File: config.mk
export PLATFORM = sky130hd
export DESIGN_NAME = mac_accumulator
export DESIGN_NICKNAME = d
export VERILOG_FILES = /design/src/rtl/mac_accumulator.sv
export SDC_FILE = /design/constraint.sdc
export NUM_CORES = 1
export LEC_CHECK = 0
export CORE_MARGIN = 8
export CORE_UTILIZATION = 51
export DETAILED_ROUTE_END_ITERATION = 8
export PLACE_DENSITY_LB_ADDON = 0.08
export SYNTH_ARGS = -nofsm -noshare
export SYNTH_HDL_FRONTEND = slang
export SYNTH_SLANG_ARGS = --single-unit
File: constraint.sdc
create_clock -name clk -period 3.2 [get_ports clk]
set_input_delay 0.64 -clock clk [delete_from_list [all_inputs] [get_ports clk]]
set_output_delay 0.64 -clock clk [all_outputs]
set_load 0.02 [all_outputs]
File: src/rtl/mac_accumulator.sv
// mac_accumulator
// Accumulates a frame of signed products coming from an upstream 16x16
// multiplier and presents the frame sum, beat count and a sticky overflow
// flag once the last beat of the frame has been taken.
//
// Ports
//   clk        rising-edge clock
//   rst        asynchronous active-high reset
//   clr        synchronous frame abort (clears sum, count, flag, held result)
//   in_valid   in_prod/in_last hold a beat
//   in_ready   block accepts a beat this cycle (ACCUM state)
//   in_prod    signed product, PROD_W bits
//   in_last    final beat of the frame
//   out_valid  frame result presented (HOLD state)
//   out_ready  downstream accepts the result
//   out_acc    signed frame sum, ACC_W bits
//   out_cnt    beats in the frame, modulo 2^CNT_W
//   out_ovf    sticky: some addition in the frame overflowed ACC_W
//
// Build option
//   MAC_ACCUMULATOR_SATURATE_EN  when defined, an overflowing addition clamps
//                                the sum to the most positive/negative value;
//                                otherwise the sum wraps two's-complement.
module mac_accumulator #(
   parameter int PROD_W = 32,
   parameter int ACC_W  = 40,
   parameter int CNT_W  = 8
) (
   input  logic                     clk,
   input  logic                     rst,
   input  logic                     clr,
   input  logic                     in_valid,
   output logic                     in_ready,
   input  logic signed [PROD_W-1:0] in_prod,
   input  logic                     in_last,
   output logic                     out_valid,
   input  logic                     out_ready,
   output logic signed [ACC_W-1:0]  out_acc,
   output logic [CNT_W-1:0]         out_cnt,
   output logic                     out_ovf
);

   typedef enum logic {
      ACCUM = 1'b0,
      HOLD  = 1'b1
   } state_t;

   state_t                   r_state;
   logic                     r_in_ready;
   logic                     r_out_valid;
   logic signed [ACC_W-1:0]  r_acc;
   logic [CNT_W-1:0]         r_cnt;
   logic                     r_ovf;

   logic signed [ACC_W-1:0]  w_prod_ext;
   logic signed [ACC_W-1:0]  w_sum;
   logic signed [ACC_W-1:0]  w_acc_nxt;
   logic                     w_add_ovf;
   logic                     w_accept;

   // Signed overflow: both operands share a sign and the result does not.
   function automatic logic add_ovf(input logic signed [ACC_W-1:0] a,
                                    input logic signed [ACC_W-1:0] b,
                                    input logic signed [ACC_W-1:0] s);
      return (a[ACC_W-1] == b[ACC_W-1]) && (s[ACC_W-1] != a[ACC_W-1]);
   endfunction

`ifdef MAC_ACCUMULATOR_SATURATE_EN
   // On overflow both operands have the sign of the addend, so the addend's
   // sign picks the rail to clamp to.
   function automatic logic signed [ACC_W-1:0] sat_clamp(
         input logic signed [ACC_W-1:0] s,
         input logic                    neg,
         input logic                    ovf);
      if (!ovf)
         return s;
      else if (neg)
         return {1'b1, {(ACC_W-1){1'b0}}};
      else
         return {1'b0, {(ACC_W-1){1'b1}}};
   endfunction
`endif

   assign w_prod_ext = {{(ACC_W-PROD_W){in_prod[PROD_W-1]}}, in_prod};
   assign w_sum      = r_acc + w_prod_ext;
   assign w_add_ovf  = add_ovf(r_acc, w_prod_ext, w_sum);
   assign w_accept   = in_valid & r_in_ready;

`ifdef MAC_ACCUMULATOR_SATURATE_EN
   assign w_acc_nxt = sat_clamp(w_sum, w_prod_ext[ACC_W-1], w_add_ovf);
`else
   assign w_acc_nxt = w_sum;
`endif

   // Control and accumulator state; in_ready/out_valid are registered
   // copies of the state decode so they change only at an edge or on rst.
   always_ff @(posedge clk or posedge rst) begin
      if (rst) begin
         r_state     <= ACCUM;
         r_in_ready  <= 1'b1;
         r_out_valid <= 1'b0;
         r_acc       <= '0;
         r_cnt       <= '0;
         r_ovf       <= 1'b0;
      end else if (clr) begin
         r_state     <= ACCUM;
         r_in_ready  <= 1'b1;
         r_out_valid <= 1'b0;
         r_acc       <= '0;
         r_cnt       <= '0;
         r_ovf       <= 1'b0;
      end else begin
         case (r_state)
            ACCUM: begin
               if (w_accept) begin
                  r_acc <= w_acc_nxt;
                  r_cnt <= r_cnt + CNT_W'(1);
                  r_ovf <= r_ovf | w_add_ovf;
                  if (in_last) begin
                     r_state     <= HOLD;
                     r_in_ready  <= 1'b0;
                     r_out_valid <= 1'b1;
                  end
               end
            end
            HOLD: begin
               if (out_ready) begin
                  r_state     <= ACCUM;
                  r_in_ready  <= 1'b1;
                  r_out_valid <= 1'b0;
                  r_acc       <= '0;
                  r_cnt       <= '0;
                  r_ovf       <= 1'b0;
               end
            end
            default: begin
               r_state <= ACCUM;
            end
         endcase
      end
   end

   // The accumulator itself is the result: it is frozen while in HOLD.
   assign in_ready  = r_in_ready;
   assign out_valid = r_out_valid;
   assign out_acc   = r_acc;
   assign out_cnt   = r_cnt;
   assign out_ovf   = r_ovf;

endmodule

# Yosys cells after proc, flatten, opt, wreduce, memory -nomap -nowiden
# Cells that the tools add are included.
# Widths: inputs -> output; s select.
[totals]
regBits = 52
in_bits = 38
out_inout_bits = 51
[op_classes]
addsub = 2
eq_ne = 5
muxes = 26
bitwise_logic = 3
reduce_logical = 3
[op_table]
columns = ["cell", "n"]
rows = [
  ["$mux 40", 3],
  ["$pmux 40 s2", 1],
  ["$add 40x32->40", 1],
  ["$mux 8", 3],
  ["$pmux 8 s2", 1],
  ["$mux 1", 14],
  ["$ne 3x3->1 const B", 3],
  ["$add 8x1->8 const B", 1],
  ["$pmux 1 s2", 4],
  ["$reduce_and 3->1", 1],
  ["$reduce_and 2->1", 1],
  ["$and 1x1->1", 1],
  ["$eq 1x1->1", 1],
  ["$logic_and 1x1->1", 1],
  ["$ne 1x1->1", 1],
  ["$not 1->1", 1],
  ["$or 1x1->1", 1],
]

# Depth between registers and ports, before layout
[logic_depth]
depth_word = 7
mapped_depth = 13
mapped_depth_nobuf = 13

# Least setup slack after synthesis
# No wires, ideal clock.
[synth_path]
path_kind = "input -> register"
start = "input in_prod[24]"
end = "register r_acc[39], in the netlist out_acc[39]"
arrival_ns = 2.946
required_ns = 3.076
setup_slack_ns = 0.130
stages = 11
path_buffers = 0
path_cell_list = "ha_1 -> a21o_1 -> a21oi_1 -> o21bai_1 -> and4_1 -> nor3_1 -> a21bo_1 -> a2111oi_4 -> or4_1 -> and3_1 -> a211o_1"
[synth_between]
elab_chain_len = 4
[synth_rtl]
columns = ["item", "line", "text"]
rows = [
  ["start: declaration", "34", "input logic signed [PROD_W-1:0] in_prod,"],
  ["$add 40x32->40", "85", "assign w_sum = r_acc + w_prod_ext;"],
  ["$mux 40", "115", "if (w_accept) begin"],
  ["$pmux 40 s2", "113", "case (r_state)"],
  ["$mux 40", "105", "end else if (clr) begin"],
  ["end signal: assignment", "116", "r_acc <= w_acc_nxt;"],
  ["end: declaration", "51", "logic signed [ACC_W-1:0] r_acc;"],
]
# Every way passes these cells. The select of a mux whose other input is x is not followed.
# A chain may end at the register's enable or synchronous reset.

# Worst setup path after layout
[layout_path]
start = "input in_prod[12]"
end = "register r_ovf, in the netlist out_ovf"
[layout_between]
elab_chain_len = 7
[layout_rtl]
columns = ["item", "line", "text"]
rows = [
  ["$add 40x32->40", "85", ""],
  ["$ne 1x1->1", "65", "return (a[ACC_W-1] == b[ACC_W-1]) && (s[ACC_W-1] != a[ACC_W-1]);"],
  ["$logic_and 1x1->1", "65", ""],
  ["$or 1x1->1", "118", "r_ovf <= r_ovf | w_add_ovf;"],
  ["$mux 1", "115", ""],
  ["$pmux 1 s2", "113", ""],
  ["$mux 1", "105", ""],
  ["end signal: assignment", "118", ""],
  ["end: declaration", "53", "logic r_ovf;"],
]
# Every way passes these cells. The select of a mux whose other input is x is not followed.

==> results.tsv <==
metric	value	unit
YS warnings	0	
Clock Tree Root	clkbuf_8	
RSZ-0062 raised after global routing	true	
Post-Synth Adder-Cell Area	0.133	
CP Cell Sequence	clkdlybuf4s50_1 -> ha_4 -> buf_4 -> nand3_4 -> a2111oi_4 -> o211ai_2 -> a21bo_1 -> a2111oi_4 -> nor3_2 -> or4_1 -> nand3_1	
HP Start	in_ready	
initial drt markers	180	
routed vias	4033	
Clock power frac	0.154	
Post-DRT Antenna Nets	0	
worst skew pair latency	0.31	ns
R2R Path End	out_ovf	
#FFs+latches synth	52	
Post-Layout Inst Area	6000	µm²
Vias/cell	5.57	
die area	10700	µm²
Worst Path Required	3.45	ns
gr ovfl total	0	
period utilisation layout	1.00	
post-synthesis cell area	3900	µm²
sequential-to-total area share from yosys stat	0.334	
Psw	0.00102	W
final number of hold-violating endpoints	0	
share of layout cells above drive strength 1	0.267	
PwrDens	439	nW/µm²
clock buffer count from CTS	5	
Leakage Power	2.74	nW
Setup-failing EPs final	0	
CP max-delay cell	or4_1	
clock skew	0.0102	ns
hold depth	2	
largest family of logic cells by synthesized area	compound AO/OA/AOI/OAI gates	
Flop pwr share	0.311	
max incr delay on CP	0.48	ns
design internal power	0.00161	W
CTS tree	done	
async set or reset register ratio after synthesis	1.00	
CTS H-tree lvls	2	
Setup Crit Path Kind	in2reg	
startpoint types	input port	
Netlist cell types	55	
Routed WL per cell	16.7	µm
TritonCTS Sinks	52	
largest net degree at the start of global routing	37	
post-synthesis xor/xnor area fraction	0.0853	
Crit Reg-Reg Startpoint	out_acc[2]	
critical path arrival	3.45	ns
average size of a mapped cell	8.75	µm²
max cap viols	0	
Comb pwr share	0.534	
Die X	103	µm
fin cells	724	
relative slew slack	0.553	
Post-DP Area	5430	µm²
crit path time final	3.20	ns
area delta synth->final	53.8	%
Post-Synth Simple-Gate Area	0.158	
synthesized net count	525	
clock-pin transition on the worst setup and hold timing paths	0.10	ns
reg-to-reg setup timing slack	0.02	ns
Crit path max-delay family	compound AO/OA/AOI/OAI gates	
GRT Util Overall	0.225	
Placed Cells	700	
gpl congestion	0.921	
core footprint	7570	µm²
total I/O pin count	89	
Slew Limit Fails	0	
CP most frequent cell	a2111oi_4	
deepest clock path buffer count	2	
Layout Nets	700	
final wirelength	12.1	mm
Synth Area in Compound Gates	0.256	
Starting Density	0.516	
Least-Margin Pin Slew	0.664	ns
n_diodes	0	
Mapped Cells	446	
DRT Pass-1 Iters	5	
IO buf count	88	
initial antenna violation count	0	
status	finished, final reports clean	
Net Sw Frac	0.388	
Worst Hold End	in_ready	
mux share of post-synthesis cell area	0.00256	
maximum VDD drop	275	µV
Worst Path Max Fanout	4	
Max Freq	0.313	GHz
Buf/Inv on CP	2	
post-DP HPWL	8.59	mm
CTS Hold Buffers Added	0	
Hold Crit Class	reg2reg	
Worst Reg-to-Reg Cells	11	
Std-Cell Rows	32	
Main synth FF type	dfrtp_1	
crit end category	register	
global-route wire length before repair	19.2	mm
Post-synth EDFFs	0	
Residual DRC	0	
number of global-route vias before repair	4124	
Die Ht	103	µm
==> state kept, by name, indices dropped and copies added (netlist names) <==
register	count
out_acc	40
out_cnt	8
in_ready	1
out_ovf	1
out_valid	1
r_state	1
==> power by group through the flow <==
stage | clock (W) | combinational [W] | sequential (W)
6_report | 0.000406 | 0.00141 | 0.000820
5_1_grt | 0.000444 | 0.00152 | 0.000829
4_1_cts | 0.000420 | 0.00131 | 0.000809
3_5_place_dp | 0 | 0.00122 | 0.000814
3_3_place_gp | 0 | 0.00120 | 0.000811
2_1_floorplan | 0 | 0.000606 | 0.000891
==> cells by family after synthesis <==
group,count (synthesis)
fa+ha+maj,41
mux,1
simple gates,133
flops,52
compound gates,154
buf+inv,27
xor+xnor,38
==> worst min-delay path: cells and delay by family (launching register included) <==
family / cells / cell delay [ns]
flops: 1 / 0.40
simple gates: 2 / 0.12
==> cells in the mapped netlist (2+ instances only) <==
cell / count / area [µm²]
xnor2_1: 18 / 158
nor3_1: 8 / 40.0
a21o_1: 17 / 128
or4_1: 2 / 15.0
nand4_1: 6 / 37.5
xor2_1: 20 / 175
a21boi_0: 2 / 15.0
a211oi_1: 5 / 37.5
and3_1: 2 / 12.5
nand2_1: 60 / 225
a31oi_1: 3 / 18.8
a21oi_1: 39 / 195
o21a_1: 5 / 37.5
ha_1: 40 / 500
nor2_1: 26 / 97.6
nand3_1: 10 / 50.1
nand2b_1: 6 / 37.5
o211ai_1: 2 / 15.0
or3_2: 2 / 15.0
inv_1: 13 / 48.8
o22ai_1: 2 / 12.5
dfrtp_1: 51 / 1280
clkbuf_1: 10 / 37.5
a2111oi_4: 2 / 55.1
buf_6: 2 / 22.5
o21bai_1: 6 / 45.0
o21ai_0: 50 / 250
a32o_1: 2 / 20.0
a22o_1: 4 / 35.0
o31ai_1: 5 / 37.5
and2_1: 2 / 12.5
==> cells in the final DEF (no fill, tap or decap), drive strengths merged, types with 2 or more instances in the layout <==
cell and n:
a2111oi 2, a211oi 6, a21boi 2, a21o 18, a21oi 40, a22o 4
a31oi 3, a32o 2, and2 3, and3 3, buf 94, clkbuf 9
clkdlybuf4s15 3, clkdlybuf4s50 71, dfrtp 51, dlygate4sd2 4, dlymetal6s2s 6, ha 40
inv 14, nand2 61, nand2b 6, nand3 10, nand4 7, nor2 26
nor3 8, o211ai 3, o21a 5, o21ai 50, o21bai 6, o22ai 2
o31ai 5, or3 3, or4 2, xnor2 18, xor2 20
==> how the worst max path moves through the flow <==
stage / startpoint / to / slack, ns / cells after the start
after floorplan: in_prod[24] / out_acc[39] / 0.13 / 11
after global placement: in_prod[20] / out_acc[39] / -0.43 / 13
after detailed placement: in_prod[2] / out_acc[39] / -0.49 / 12
after CTS: in_prod[22] / out_acc[39] / 0.0009 / 13
after global routing: out_acc[2] / out_ovf / -0.13 / 11
final: in_prod[12] / out_ovf / 0.0003 / 11
==> metrics by stage <==
step	total power [W]	setup slack, ns	TNS [ns]	hold WS (ns)	utilization
floorplan	0.00150	0.130	0	0.504	-
global placement	0.00201	-0.427	-3.93	0.465	0.717
detailed placement	0.00204	-0.489	-5.11	0.481	0.717
CTS	0.00254	0.000940	0	0.497	0.761
global route	0.00279	-0.132	-0.184	0.531	0.793
finish	0.00263	0.000342	0	0.520	0.793
==> layer usage <==
metal / vias to the layer above / global-route usage / part of all wire
li1: 1969 / - / -
met1: 1912 / 0.282 / 0.43
met2: 127 / 0.384 / 0.49
met3: 25 / 0.0321 / 0.062
met4: 0 / 0.0768 / 0.021
met5: - / 0 / 0
==> area by class of cell <==
class / instances / area [µm²]
clock buffers: 5 / 68.8
clock inverters: 3 / 27.5
fillers: 500 / 1560
inverters: 13 / 48.8
multi-input cells: 367 / 2850
flip-flops and latches: 52 / 1300
well taps: 102 / 128
repair buffers: 182 / 1580
==> timing repair <==
item                                    in CTS  in global routing
buffers inserted                            12                  4
pin swaps                                   21                 35
endpoints found under the setup margin       9                  8
gates resized for setup                     32                 48
endpoints found under the hold margin        0                  0
No activity file was read; power rests on OpenSTA's default activity.
